--- src/rtl/ws2812_rx.sv ---
// WS2812 single-wire decoder: times each high pulse, assembles 24-bit GRB pixels
// and reports frame ends on the latch gap, with glitch/stuck-high/partial-pixel errors.
module ws2812_rx #(
  parameter int MIN_HIGH     = 4,
  parameter int BIT_THRESH   = 16,
  parameter int MAX_HIGH     = 54,
  parameter int RESET_CYCLES = 1350,
  parameter int INDEX_W      = 8
) (
  input  logic               clk,
  input  logic               reset,
  input  logic               din,
  output logic [23:0]        pixel_data,
  output logic               pixel_valid,
  output logic [INDEX_W-1:0] pixel_index,
  output logic               frame_done,
  output logic [INDEX_W:0]   frame_pixels,
  output logic               error
);

  localparam int CNT_W = $clog2(RESET_CYCLES + 1);
  localparam logic [CNT_W-1:0] MIN_C    = CNT_W'(MIN_HIGH);
  localparam logic [CNT_W-1:0] THRESH_C = CNT_W'(BIT_THRESH);
  localparam logic [CNT_W-1:0] MAX_C    = CNT_W'(MAX_HIGH);
  localparam logic [CNT_W-1:0] RESET_C  = CNT_W'(RESET_CYCLES);

  typedef enum logic [1:0] {SYNC, IDLE, HIGH, LOW} state_t;

  state_t             state_reg, state_next;
  logic [1:0]         sync_reg;
  logic               s_prev_reg;
  logic [CNT_W-1:0]   cnt_reg, cnt_next;
  logic [23:0]        shift_reg, shift_next;
  logic [4:0]         bit_cnt_reg, bit_cnt_next;
  logic [INDEX_W:0]   pix_cnt_reg, pix_cnt_next;
  logic [23:0]        pixel_data_reg, pixel_data_next;
  logic [INDEX_W-1:0] pixel_index_reg, pixel_index_next;
  logic [INDEX_W:0]   frame_pixels_reg, frame_pixels_next;
  logic               pixel_valid_reg, pixel_valid_next;
  logic               frame_done_reg, frame_done_next;
  logic               error_reg, error_next;

  logic s, rise, fall, bit_val;
  logic [23:0] shifted;

  // sync_reg[1] is the synchronised line; s_prev_reg lags it by one cycle for edge detection
  assign s       = sync_reg[1];
  assign rise    = s & ~s_prev_reg;
  assign fall    = ~s & s_prev_reg;
  assign bit_val = (cnt_reg >= THRESH_C);
  assign shifted = {shift_reg[22:0], bit_val};

  always_ff @(posedge clk) begin
    if (reset) begin
      state_reg        <= SYNC;
      sync_reg         <= '0;
      s_prev_reg       <= 1'b0;
      cnt_reg          <= '0;
      shift_reg        <= '0;
      bit_cnt_reg      <= '0;
      pix_cnt_reg      <= '0;
      pixel_data_reg   <= '0;
      pixel_index_reg  <= '0;
      frame_pixels_reg <= '0;
      pixel_valid_reg  <= 1'b0;
      frame_done_reg   <= 1'b0;
      error_reg        <= 1'b0;
    end else begin
      state_reg        <= state_next;
      sync_reg         <= {sync_reg[0], din};
      s_prev_reg       <= s;
      cnt_reg          <= cnt_next;
      shift_reg        <= shift_next;
      bit_cnt_reg      <= bit_cnt_next;
      pix_cnt_reg      <= pix_cnt_next;
      pixel_data_reg   <= pixel_data_next;
      pixel_index_reg  <= pixel_index_next;
      frame_pixels_reg <= frame_pixels_next;
      pixel_valid_reg  <= pixel_valid_next;
      frame_done_reg   <= frame_done_next;
      error_reg        <= error_next;
    end
  end

  always_comb begin
    state_next        = state_reg;
    shift_next        = shift_reg;
    bit_cnt_next      = bit_cnt_reg;
    pix_cnt_next      = pix_cnt_reg;
    pixel_data_next   = pixel_data_reg;
    pixel_index_next  = pixel_index_reg;
    frame_pixels_next = frame_pixels_reg;
    pixel_valid_next  = 1'b0;
    frame_done_next   = 1'b0;
    error_next        = 1'b0;
    cnt_next          = cnt_reg;

    if (rise || fall)
      cnt_next = CNT_W'(1);
    else if (cnt_reg != '1)
      cnt_next = cnt_reg + 1'b1;

    case (state_reg)
      SYNC: begin
        // only a full latch gap proves we are between frames
        if (!s && !fall && cnt_reg >= RESET_C)
          state_next = IDLE;
      end
      IDLE: begin
        if (rise)
          state_next = HIGH;
      end
      HIGH: begin
        if (fall) begin
          if (cnt_reg < MIN_C) begin
            error_next   = 1'b1;
            shift_next   = '0;
            bit_cnt_next = '0;
            pix_cnt_next = '0;
            state_next   = SYNC;
          end else begin
            shift_next = shifted;
            state_next = LOW;
            if (bit_cnt_reg == 5'd23) begin
              pixel_data_next  = shifted;
              pixel_index_next = pix_cnt_reg[INDEX_W-1:0];
              pixel_valid_next = 1'b1;
              bit_cnt_next     = '0;
              if (pix_cnt_reg != '1)
                pix_cnt_next = pix_cnt_reg + 1'b1;
            end else begin
              bit_cnt_next = bit_cnt_reg + 5'd1;
            end
          end
        end else if (cnt_reg >= MAX_C) begin
          error_next   = 1'b1;
          shift_next   = '0;
          bit_cnt_next = '0;
          pix_cnt_next = '0;
          state_next   = SYNC;
        end
      end
      LOW: begin
        if (rise) begin
          state_next = HIGH;
        end else if (cnt_reg >= RESET_C) begin
          frame_done_next   = 1'b1;
          frame_pixels_next = pix_cnt_reg;
          error_next        = (bit_cnt_reg != '0);
          bit_cnt_next      = '0;
          pix_cnt_next      = '0;
          state_next        = IDLE;
        end
      end
      default: state_next = SYNC;
    endcase
  end

  assign pixel_data   = pixel_data_reg;
  assign pixel_valid  = pixel_valid_reg;
  assign pixel_index  = pixel_index_reg;
  assign frame_done   = frame_done_reg;
  assign frame_pixels = frame_pixels_reg;
  assign error        = error_reg;

endmodule

--- config.mk ---
export PLATFORM = sky130hd
export DESIGN_NAME = ws2812_rx
export DESIGN_NICKNAME = d
export VERILOG_FILES = /design/src/rtl/ws2812_rx.sv
export SDC_FILE = /design/constraint.sdc
export NUM_CORES = 1
export LEC_CHECK = 0
export ABC_AREA = 1
export CORE_ASPECT_RATIO = 1.75
export CORE_MARGIN = 2
export CORE_UTILIZATION = 50
export CTS_CLUSTER_DIAMETER = 80
export CTS_CLUSTER_SIZE = 25
export DETAILED_ROUTE_END_ITERATION = 16
export DONT_BUFFER_PORTS = 1
export GPL_TIMING_DRIVEN = 0
export HOLD_SLACK_MARGIN = 0.06
export SLEW_MARGIN = 30
export SYNTH_ARGS = -nofsm -noshare
export SYNTH_HDL_FRONTEND = slang
export SYNTH_SLANG_ARGS = --single-unit
export TNS_END_PERCENT = 20
--- constraint.sdc ---
create_clock -name clk -period 4.4 [get_ports clk]
set_clock_uncertainty 0.15 [all_clocks]
set_input_delay 1.1 -clock clk [delete_from_list [all_inputs] [get_ports clk]]
set_output_delay 1.1 -clock clk [all_outputs]
set_load 0.02 [all_outputs]
==> results.yml, run 1 <==
routing:
  drc: 0
  ant_nets: 0
  via_per_inst: 5.16
  first_iter_violations: 208
  wirelength_mm: 9.09
  wl_per_cell_microns: 13.9
  dr.pass1.iters: 5
  route.vias.total: 3381
global_routing:
  grt_max_degree: 17
  first_global_vias: 3235
  overflow: 0
  grt_use_total_pct: 21.6
  grt_first_pass_wirelength_mm: 14.9
  antenna_found_initial: 0
floorplan:
  initial_utilization_pct: 51.7
  io_pins: 47
  die_x_microns: 72.3
  core_area_sq_um: 7910
  die-area_sq_um: 8940
  die_y_microns: 124
  num_rows: 43
timing:
  final-setup-viol-count: 0
  fmax_mhz: 420
  relSlewSlack_pct: 62.9
  min_period_over_period_pct: 54.1
  hold_viol: 0
  tightestPinTransition_ns: 0.557
  setup_tns_ns: 0
  finalMaxSlewViolations: 0
  setup_slack_ns: 2.02
  grt_setup_unrepaired: "false"
  min_period_ns: 2.38
min_path:
  min_path_type: "register to register"
cts:
  clkTransAtPathRegs_ns: 0.07
  cts_buffer_depth: 2
  root_buffer: "clkbuf_16"
  cts_sinks: 97
  htreeDepth: 3
  numCtsBuffers: 9
  cts_setup_buffers: 0
  cts.repair.resized: 0
  clk_latency_ns: 0.34
  cts_tree: "built"
  postCtsHoldBufs: 0
final_layout:
  largest_register_ffs: 24
  area_growth_pct: 10.0
  instances_no_fill: 655
  final_nets: 572
  postLayoutCoreUtil_pct: 56.8
  drive_gt1_share_pct: 8.67
  n_antenna_cell: 0
synth:
  avgSynthCellArea_sq_um: 7.44
  yosys_register_bits: 97
  syn-num-nets: 561
  yosys_warnings: 0
  yosysSeqAreaShare_pct: 47.5
  syn_inst: 549
  ys_types: 31
  synth.cell_area_sq_um: 4090
setup_path:
  cp.required_ns: 4.49
  start_kind: "primary input"
  crit_fanout: 10
  critical_path_class: "primary input to register"
  arrival_ns: 2.47
  r2r_slack_ns: 2.07
  cp-end-kind: "register"
placement:
  pre_cts_slack_ns: 1.68
  dpl.cell_count: 639
  dp_hpwl_mm: 6.56
  gp_congestion: 0.810
  port_buffers: 0
pwr:
  leakagePower_nw: 1.98
  power.density_nw_per_um2: 402
  finalPower_mw: 1.81
  irDropWorstVdd_mv: 0.277
flow_run:
  maxCapViolations: 0
status:
  status: "completed"
synth_stat cells, drive strengths merged:
cell / count / area share (%)
ha: 9 / 2.8
o21ai: 60 / 7.3
dfxtp: 97 / 48
a31oi: 1 / 0.15
nand3b: 1 / 0.18
nor2: 113 / 11
nand2: 101 / 9.6
nand3: 17 / 2.8
clkbuf: 8 / 0.73
clkinv: 1 / 0.092
inv: 54 / 5.0
nor3: 5 / 0.73
a21oi: 54 / 6.8
o21bai: 1 / 0.18
a211oi: 1 / 0.18
xnor2: 1 / 0.21
buf: 13 / 2.5
nand4: 5 / 0.92
xor2: 7 / 1.5
power breakdown:
part           switching [mW]  leakage (nW)  internal [mW]
sequential             0.0140         0.782          0.893
combinational          0.0829          1.05         0.0422
clock                   0.331         0.141          0.446
total                   0.428          1.98           1.38
area by class of cell:
type / instances / area [sq um]
Fill cell: 753 / 3410
Inverter: 55 / 206
Buffer: 21 / 133
Sequential cell: 97 / 1940
Clock buffer: 11 / 233
Clock inverter: 5 / 63.8
Tap cell: 90 / 113
Multi-Input combinational cell: 376 / 1810
kinds of logic after synthesis:
family | count (synthesis) | synth area share (%)
AOI/OAI and AO/OA | 117 | 14.7
xor gates and xnor gates | 8 | 1.71
adders and majority gates | 9 | 2.76
buffers and inverters | 76 | 8.30
DFF | 97 | 47.5
and+or+nand+nor | 242 | 25.0
critical path: stages:
cell      delay (ns)
clkbuf_1        0.37
clkinv_1        0.43
clkbuf_1        0.35
o21ai_1         0.16
nor2_1          0.06
layout by cell type (no fill, tap or decap), drive strengths merged:
master / synthesis / layout
a211oi: 1 / 1
a21oi: 54 / 54
a31oi: 1 / 1
buf: 13 / 13
bufinv: 0 / 1
clkbuf: 8 / 19
clkinv: 1 / 2
clkinvlp: 0 / 1
dfxtp: 97 / 97
ha: 9 / 9
inv: 54 / 56
nand2: 101 / 101
nand3: 17 / 17
nand3b: 1 / 1
nand4: 5 / 5
nor2: 113 / 113
nor3: 5 / 5
o21ai: 60 / 60
o21bai: 1 / 1
xnor2: 1 / 1
xor2: 7 / 7
worst paths after layout:
| path | startpoint | end | depth (start not counted) |
|---|---|---|---|
| min | sync_reg[0]$_SDFF_PP0_ | sync_reg[1]$_SDFF_PP0_ | 2 |
| max | reset | pix_cnt_reg[5]$_SDFFE_PP0P_ | 5 |
| max reg2reg | pix_cnt_reg[1]$_SDFFE_PP0P_ | pix_cnt_reg[2]$_SDFFE_PP0P_ | 14 |
| min reg2reg | sync_reg[0]$_SDFF_PP0_ | sync_reg[1]$_SDFF_PP0_ | 2 |
metal layers:
| layer | routed length (microns) | share of wire, % | up-vias | global-route usage [%] |
|---|---|---|---|---|
| met2 | 4730 | 52 | 70 | 38.6 |
| met1 | 3850 | 42 | 1520 | 24.6 |
| met5 | 0 | 0 | - | 0 |
| li1 | - | - | 1776 | - |
| met4 | 180 | 2.0 | 0 | 10.1 |
| met3 | 337 | 3.7 | 15 | 3.64 |
stage by stage:
stage	cell area [sq um]	hold slack, ns
4_1_cts	4500	0.276
5_1_grt	4500	0.299
6_report	4500	0.281
3_5_place_dp	4200	0.259
3_3_place_gp	4200	0.246
2_1_floorplan	4090	0.238
No activity file was read; power rests on OpenSTA's default activity.
==> run 2: changes to the inputs <==
- clock period: 4.4 -> 2.3 ns (I/O delays scaled with it)
==> results.yml, run 2 (same netlist as run 1, synthesis figures left out) <==
final_layout:
  n_antenna_cell: 0
  most-common-layout-cells: "nor2_1, dfxtp_1, nand2_1, a21oi_1, o21ai_0"
  final_nets: 574
  mostFrequentLayoutCell: "nor2_1"
  drive_gt1_share_pct: 11.5
  area_growth_pct: 12.6
  largest_register_ffs: 24
  postLayoutCoreUtil_pct: 58.2
timing:
  min_period_ns: 2.14
  grt_setup_unrepaired: "true"
  relSlewSlack_pct: 64.0
  finalMaxSlewViolations: 0
  setup_slack_ns: 0.156
  hold_viol: 0
  whs_ns: 0.190
  setup_tns_ns: 0
  min_period_over_period_pct: 93.2
  tightestPinTransition_ns: 0.540
  fmax_mhz: 466
  final-setup-viol-count: 0
routing:
  via_per_inst: 5.16
  first_iter_violations: 173
  wirelength_mm: 9.15
  wl_per_cell_microns: 13.9
  ant_nets: 0
  route.vias.total: 3389
  dr.pass1.iters: 4
  drc: 0
setup_path:
  crit_start: "pix_cnt_reg[0]$_SDFFE_PP0P_"
  r2r_start: "pix_cnt_reg[0]$_SDFFE_PP0P_"
  critPathCapture: "pix_cnt_reg[5]$_SDFFE_PP0P_"
  r2r_end: "pix_cnt_reg[5]$_SDFFE_PP0P_"
  arrival_ns: 2.24
  critical_path_class: "register to register"
  crit_fanout: 7
  r2r_cells: 14
  cp-end-kind: "register"
  start_kind: "register"
  cp.required_ns: 2.39
  r2r_slack_ns: 0.16
flow_run:
  maxCapViolations: 0
floorplan:
  num_rows: 43
  die-area_sq_um: 8940
  initial_utilization_pct: 51.7
  die_y_microns: 124
  die_x_microns: 72.3
  io_pins: 47
  core_area_sq_um: 7910
placement:
  port_buffers: 0
  dp_hpwl_mm: 6.56
  gp_congestion: 0.810
  pre_cts_slack_ns: -0.0305
pwr:
  finalPower_mw: 3.49
  irDropWorstVdd_mv: 0.534
  leakagePower_nw: 1.99
  power.density_nw_per_um2: 757
status:
  status: "completed"
global_routing:
  antenna_found_initial: 0
  overflow: 0
  grt_use_total_pct: 21.6
  grt_max_degree: 17
  grt_first_pass_wirelength_mm: 14.9
  first_global_vias: 3235
cts:
  postCtsHoldBufs: 0
  clk_latency_ns: 0.34
  htreeDepth: 3
  root_buffer: "clkbuf_16"
  cts_sinks: 97
  numCtsBuffers: 9
  cts_tree: "built"
  clkTransAtPathRegs_ns: 0.07
  cts_buffer_depth: 2
min_path:
  min_path_type: "primary input to register"
-- run 2: worst max-delay path, cell delays in order, from the launching register on --
cell,delay [ns]
dfxtp_2,0.36
ha_4,0.16
nand3_4,0.09
nor2_4,0.15
nand3_2,0.11
nor2_4,0.16
ha_4,0.15
inv_2,0.03
nand2_2,0.05
nand4_1,0.16
nand3_4,0.17
buf_12,0.13
nor2_1,0.04
nor2_1,0.09
nor2_1,0.05
-- run 2: through the flow --
| step | cell area, sq um | std cells |
|---|---|---|
| 2_1_floorplan | 4090 | 549 |
| 3_3_place_gp | 4200 | 639 |
| 3_5_place_dp | 4200 | 639 |
| 4_1_cts | 4500 | 655 |
| 5_1_grt | 4600 | 657 |
| 6_report | 4600 | 657 |
-- run 2: area by class of cell --
cell class,count,area [sq um]
inverter,55,206
clock buffer,11,233
fill,743,3310
tap,90,113
timing repair buffer,2,27.5
buffer,21,136
multi-input combinational,376,1870
clock inverter,5,63.8
sequential,97,1950
-- run 2: routing by layer --
layer  vias to the layer above  share of wire, %  track usage, %
met5                         -                 0               0
met4                         0               2.0            10.1
met3                        11               3.8            3.64
met2                        75                52            38.5
met1                      1524                42            24.6
li1                       1779                 -               -
-- run 2: worst min-delay path by stage --
| stage | start | endpoint | slack (ns) | cells after the start |
|---|---|---|---|---|
| finish | din | sync_reg[0]$_SDFF_PP0_ | 0.19 | 2 |
| global route | din | sync_reg[0]$_SDFF_PP0_ | 0.19 | 2 |
| CTS | din | sync_reg[0]$_SDFF_PP0_ | 0.18 | 2 |
| detailed placement | sync_reg[0]$_SDFF_PP0_ | sync_reg[1]$_SDFF_PP0_ | 0.26 | 2 |
| global placement | sync_reg[0]$_SDFF_PP0_ | sync_reg[1]$_SDFF_PP0_ | 0.25 | 2 |
| floorplan | sync_reg[0]$_SDFF_PP0_ | sync_reg[1]$_SDFF_PP0_ | 0.24 | 2 |
-- run 2: timing repair --
item	in CTS	in global routing
buffers inserted	0	2
setup endpoints to repair	7	9
pin swaps	0	6
hold endpoints to repair	0	0
gates resized for setup	2	19
-- run 2: where the power goes --
| part | total (mW) | internal (mW) | switching (mW) |
|---|---|---|---|
| clock network | 1.49 | 0.853 | 0.641 |
| registers | 1.74 | 1.71 | 0.0289 |
| logic | 0.254 | 0.0907 | 0.163 |
==> run 3: changes to the inputs <==
- CAP_MARGIN: unset -> 40
- TNS_END_PERCENT: 20 -> 10
==> results of run 3 <==
Final layout, timing and power as in run 2 (identical DEF).
